File: config.mk
export PLATFORM = sky130hd
export DESIGN_NAME = led_driver
export DESIGN_NICKNAME = d
export VERILOG_FILES = /design/src/rtl/led_driver.sv
export SDC_FILE = /design/constraint.sdc
export NUM_CORES = 1
export LEC_CHECK = 0
export CORE_MARGIN = 2
export CORE_UTILIZATION = 47
export DETAILED_ROUTE_END_ITERATION = 7
export GPL_ROUTABILITY_DRIVEN = 0
export HOLD_SLACK_MARGIN = 0.06
export PLACE_DENSITY = 0.7
export REMOVE_ABC_BUFFERS = 1
export SLEW_MARGIN = 30
export SYNTH_ARGS = -nofsm -noshare
export SYNTH_HDL_FRONTEND = slang
export SYNTH_SLANG_ARGS = --single-unit
File: constraint.sdc
create_clock -name clk -period 3.3 [get_ports clk]
set_input_delay 0.33 -clock clk [delete_from_list [all_inputs] [get_ports clk]]
set_output_delay 0.33 -clock clk [all_outputs]
set_load 0.05 [all_outputs]
File: src/rtl/led_driver.sv
// led_driver: multi-channel LED driver, each channel off / on / blink / PWM dim.
// One blink timebase and one PWM counter are shared by all channels; duty values arrive via a write strobe.
module led_driver #(
   parameter int  NUM_CH    = 3,
   parameter int  BLINK_DIV = 20_000_000,
   parameter int  PWM_BITS  = 4,
   parameter int  PWM_DIV   = 1024,
   localparam int CH_W      = (NUM_CH > 1) ? $clog2(NUM_CH) : 1
) (
   input  logic                  clk,
   input  logic                  reset_n,
   input  logic [2*NUM_CH-1:0]   mode_i,
   input  logic                  duty_we_i,
   input  logic [CH_W-1:0]       duty_ch_i,
   input  logic [PWM_BITS-1:0]   duty_i,
   output logic [NUM_CH-1:0]     led_o,
   output logic                  blink_o
);

   localparam int BLINK_W = $clog2(BLINK_DIV);
   localparam int PRE_W   = (PWM_DIV > 1) ? $clog2(PWM_DIV) : 1;

   localparam logic [BLINK_W-1:0]  BLINK_LAST = BLINK_W'(BLINK_DIV - 1);
   localparam logic [PRE_W-1:0]    PRE_LAST   = PRE_W'(PWM_DIV - 1);
   localparam logic [PWM_BITS-1:0] DUTY_RST   = PWM_BITS'(1) << (PWM_BITS - 1);

   typedef enum logic [1:0] {
      MODE_OFF   = 2'b00,
      MODE_ON    = 2'b01,
      MODE_BLINK = 2'b10,
      MODE_PWM   = 2'b11
   } mode_e;

   logic [2*NUM_CH-1:0]  r_mode_meta;
   logic [2*NUM_CH-1:0]  r_mode_sync;
   logic [BLINK_W-1:0]   r_blink_cnt;
   logic                 r_blink;
   logic [PRE_W-1:0]     r_pwm_pre;
   logic [PWM_BITS-1:0]  r_pwm_cnt;
   logic [PWM_BITS-1:0]  r_duty [NUM_CH];
   logic [NUM_CH-1:0]    r_led;

   logic                 w_blink_wrap;
   logic                 w_pwm_step;
   logic [NUM_CH-1:0]    w_led;

   // Switch inputs are asynchronous; only r_mode_sync is ever decoded.
   always_ff @(posedge clk or negedge reset_n) begin
      if (!reset_n) begin
         r_mode_meta <= '0;
         r_mode_sync <= '0;
      end else begin
         r_mode_meta <= mode_i;
         r_mode_sync <= r_mode_meta;
      end
   end

   assign w_blink_wrap = (r_blink_cnt == BLINK_LAST);

   always_ff @(posedge clk or negedge reset_n) begin
      if (!reset_n) begin
         r_blink_cnt <= '0;
         r_blink     <= 1'b0;
      end else if (w_blink_wrap) begin
         r_blink_cnt <= '0;
         r_blink     <= ~r_blink;
      end else begin
         r_blink_cnt <= r_blink_cnt + 1'b1;
      end
   end

   assign w_pwm_step = (r_pwm_pre == PRE_LAST);

   always_ff @(posedge clk or negedge reset_n) begin
      if (!reset_n) begin
         r_pwm_pre <= '0;
         r_pwm_cnt <= '0;
      end else if (w_pwm_step) begin
         r_pwm_pre <= '0;
         r_pwm_cnt <= r_pwm_cnt + 1'b1;
      end else begin
         r_pwm_pre <= r_pwm_pre + 1'b1;
      end
   end

   // Out-of-range channel indices match no register, so such writes are dropped.
   always_ff @(posedge clk or negedge reset_n) begin
      if (!reset_n) begin
         for (int unsigned c = 0; c < NUM_CH; c++) begin
            r_duty[c] <= DUTY_RST;
         end
      end else if (duty_we_i) begin
         for (int unsigned c = 0; c < NUM_CH; c++) begin
            if (duty_ch_i == CH_W'(c)) begin
               r_duty[c] <= duty_i;
            end
         end
      end
   end

   always_comb begin
      w_led = '0;
      for (int unsigned c = 0; c < NUM_CH; c++) begin
         case (mode_e'(r_mode_sync[2*c +: 2]))
            MODE_OFF:   w_led[c] = 1'b0;
            MODE_ON:    w_led[c] = 1'b1;
            MODE_BLINK: w_led[c] = r_blink;
            MODE_PWM:   w_led[c] = (r_pwm_cnt < r_duty[c]);
            default:    w_led[c] = 1'b0;
         endcase
      end
   end

   always_ff @(posedge clk or negedge reset_n) begin
      if (!reset_n) begin
         r_led <= '0;
      end else begin
         r_led <= w_led;
      end
   end

   assign led_o   = r_led;
   assign blink_o = r_blink;

endmodule

### After elaboration in Yosys (flattened, before gate mapping)

Cells that the tools add are included.

* register bits after elaboration: 67
* input port bits: 15

* $add $sub $neg: 3
* $lt $le $gt $ge: 3
* equality and inequality tests: 13
* mux-type cells: 5
* bitwise logic cells: 1
* reduce and logical (&&, ||, !) cells: 7

Operators with widths (count)
* 25-bit by 1-bit adder with 25-bit output, second input constant: 1
* 25-bit equality test, second input constant: 1
* 25-bit two-way mux: 1
* 2-bit equality test, second input constant: 7
* 4-bit < comparator: 3
* 1-bit one-hot mux with 4 select lines: 3
* 10-bit by 1-bit adder with 10-bit output, second input constant: 1
* 10-bit equality test, second input constant: 1
* 10-bit two-way mux: 1
* 2-bit by 1-bit equality test with 1-bit output, second input constant: 4
* 2-bit logical NOT: 4
* 2-bit AND reduction: 3
* 4-bit by 1-bit adder with 4-bit output, second input constant: 1
* 1-bit inverter: 1

### Depth between registers and ports, before layout

* word-level depth: 2
* gate-level depth with buffers: 7

### Worst setup path after synthesis

OpenSTA, ideal clock, no wires.

* kind: reg-to-reg
* start: register r_pwm_pre[0]
* end: register r_pwm_cnt[1]
* library setup time: 0.125 ns
* data arrival time: 1.637 ns
* data required time: 3.175 ns
* path slack: 1.538 ns
* stages on the path, launching flop included: 7
* period minus slack after synthesis: 1.762 ns
* path through: dfrtp_1 > ha_1 > and3_1 > and4_1 > and4_1 > buf_2 > mux2_2

* word-level cells in the longest chain between the ends: 1

Ends and longest elaborated chain
* from (decl): RTL line 38 `logic [PRE_W-1:0] r_pwm_pre;`
* from (signal assigned): RTL line 82 `r_pwm_pre <= r_pwm_pre + 1'b1;`
* 10-bit equality test: RTL line 72 `assign w_pwm_step = (r_pwm_pre == PRE_LAST);`
* to (signal assigned): RTL line 80 `r_pwm_cnt <= r_pwm_cnt + 1'b1;`
* to (decl): RTL line 39 `logic [PWM_BITS-1:0] r_pwm_cnt;`

No other way between the ends.
A chain may end at the register's enable or synchronous reset.

### Worst setup path after layout

* start: register r_blink_cnt[2]
* end: register r_blink, in the netlist blink_o

* word-level cells in the longest chain between the ends: 1

Ends and longest elaborated chain
* from (decl): RTL line 36 `logic [BLINK_W-1:0] r_blink_cnt;`
* from (signal assigned): RTL line 68 `r_blink_cnt <= r_blink_cnt + 1'b1;`
* 25-bit equality test: RTL line 58 `assign w_blink_wrap = (r_blink_cnt == BLINK_LAST);`
* to (signal assigned): RTL line 66 `r_blink <= ~r_blink;`
* to (decl): RTL line 37 `logic r_blink;`

No other way between the ends.

==> impl_metrics.yaml <==
worst_setup_path:
  crit_slowest_cell: "nor2_1"
  crit_cells: 5
  critPathMaxFanout: 13
  slowest_delay_ns: 0.74
  cp_top_family: "simple AND/OR/NAND/NOR gates"
  reg2regPathDepth: 5
  worstPathArrival_ns: 2.17
  worstPathRequired_ns: 3.48
  crit_path_start: "r_blink_cnt[2]"
  cp-start-kind: "flip-flop"
  cp_cell_sequence: "and3_1, and2_1, nand4_1, nor2_1, xor2_1"
  reg2reg_slack_ns: 1.31
  r2r-start: "r_blink_cnt[2]"
  endpoint_kind: "flip-flop"
  r2r_end: "blink_o"
  path_buf_inv: 0
  crit_type: "reg -> reg"
  cp-endpoint: "blink_o"
yosys:
  synthesis.area_sq_um: 2920
  synth_edf_count: 0
  yosys_warnings: 0
  ys_ff_latch: 67
  synth_ff_type: "dfrtp_1"
  synth_area_leaders: "dfrtp_1 (55%), ha_1 (5.1%), xnor2_1 (5.1%)"
  yosysUniqueCellTypes: 32
  async_flop_share: 1.00
  syn_inst: 241
  synthTopCellsByCount: "dfrtp_1 (64), nor2_1 (19), xnor2_1 (17)"
  yosysMostFrequentCell: "dfrtp_1"
  synth_top_area_share: 0.549
  synth_area_per_cell_sq_um: 12.1
  ys_seq_area_frac: 0.576
  synth_top_area_cell: "dfrtp_1"
clocking:
  cts_resized: 0
  holdBufCountCts: 0
  cts_made_buffers: 9
  cts_tree: "done"
  root_buffer: "clkbuf_8"
  clock_tree.buffer_depth: 2
  clk_transition_reported_paths_ns: 0.07
  cts.sinks: 67
  post_cts_buffers: 0
  h-tree-depth: 3
  clk_latency_ns: 0.35
timing:
  fmax_mhz: 503
  hold_violations: 0
  period_minus_slack_ns: 1.99
  fin_setup_tns_ns: 0
  slew_violations: 0
  fin_crit_sh: 0.603
  slew_headroom: 0.386
  clock_skew_ns: 0.00885
  worstMarginPinSlew_ns: 0.918
  rsz0062_at_grt: "false"
  setup_viol: 0
outcome:
  outcome: "finished clean"
placed_design:
  port_buffers: 18
  placed_area_sq_um: 3180
  dp_hpwl_mm: 3.33
global_routing:
  antenna_found_initial: 0
  gr-total-overflow: 0
  grt_max_degree: 42
  grt_pass1_vias: 1717
  grt_usage: 0.162
  grt_first_pass_wirelength_mm: 8.07
detailed_routing:
  wl_per_cell_microns: 13.7
  wl_met1_mm: 2.30
  topRoutingLayerUsed: "met4"
  firstDrtPassIters: 4
  drt-initial-drc-count: 57
  ant_nets: 0
  met2_length_mm: 2.23
  routed_wirelength_mm: 4.78
  vias_per_cell: 5.06
  met3WireLength_microns: 157
  vias: 1770
  drc: 0
min_path:
  min-delay-start: "r_mode_meta[0]"
  hold_class: "reg -> reg"
floorplan:
  start_util: 0.490
  dieArea_sq_um: 6850
  pin_count: 19
  die_y_microns: 82.8
  rows: 28
  core_sq_um: 5960
  die_x_microns: 82.8
layout:
  n_antenna_cell: 0
  drive_gt1_frac: 0.135
  syn_to_final_growth_pct: 16.5
  post-route-cell-area_sq_um: 3400
  nets: 297
  fillers: 482
power_and_ir_drop:
  ir_worst_vdd_v: 0.000401
  p_leak_uw: 0.00162
  power_density_nw_per_um2: 493
job:
  maxCapViolCount: 0
==> final cells by class <==
class                      count  area, sq um  area share
tap                           75         93.8      0.0276
timing repair buffer          20          195      0.0574
clock inverter                 6         65.1      0.0191
inverter                      10         37.5      0.0110
multi-input combinational    162         1190       0.350
clock buffer                  10          138      0.0405
sequential                    67         1680       0.494
==> how the worst min path moves through the flow <==
| stage | end | cells past startpoint |
|---|---|---|
| global route | r_mode_sync[2] | 0 |
| floorplan | blink_o | 0 |
| global placement | r_mode_sync[1] | 0 |
| detailed placement | r_mode_sync[2] | 0 |
| CTS | r_pwm_cnt[0] | 1 |
| finish | r_mode_sync[0] | 0 |
==> report_power, final <==
group	switching (uW)	internal, uW	leakage (uW)	total [uW]
combinational	59.8	62.1	0.000677	122
sequential	14.9	863	0.000844	878
clock	306	369	0.000102	675
==> registers in the layout, summed over array words and instances (netlist names) <==
signal and flops:
blink_o 1, led_o 3, r_blink_cnt 25, r_duty 12
r_mode_meta 6, r_mode_sync 6, r_pwm_cnt 4, r_pwm_pre 10
==> worst reg2reg max path, cell delays in order, from the launching register on <==
cell     delay, ns
dfrtp_1       0.46
and3_1        0.20
and2_1        0.14
nand4_1       0.14
nor2_1        0.74
xor2_1        0.14
==> cell usage in the layout (no fill, tap or decap), types with 4 or more instances in the layout <==
cell,n
a21o_1,9
a31oi_1,4
and3_1,5
clkbuf_8,10
clkdlybuf4s50_1,17
dfrtp_1,64
ha_1,12
inv_1,10
mux2_2,10
nand2_1,14
nand2b_1,5
nand3_1,15
nand4_1,5
nor2_1,19
o21ai_0,5
xnor2_1,17
xor2_1,15
==> per-layer routing <==
layer,vias up,GRT usage
met5,-,0
met4,0,0.0656
met3,11,0.0649
met2,25,0.235
met1,844,0.217
li1,890,-
==> stage by stage <==
step	cells	setup slack, ns	hold slack, ns	util	power [uW]
after floorplan	239	1.52	0.0344	-	960
after global placement	333	1.35	0.331	0.535	1010
after detailed placement	333	1.31	0.340	0.535	1020
after CTS	349	1.29	0.113	0.569	1700
after global routing	350	1.12	0.359	0.571	1760
final	350	1.31	0.353	0.571	1670
==> logic make-up after synthesis <==
group / count (synthesis) / share of synthesized area
adders and majority gates: 12 / 0.0515
muxes: 10 / 0.0386
DFF: 67 / 0.576
xor gates and xnor gates: 33 / 0.102
AOI/OAI and AO/OA: 22 / 0.0480
buffers and inverters: 12 / 0.0163
and+or+nand+nor: 85 / 0.168
(Power assumes the default switching activity.)
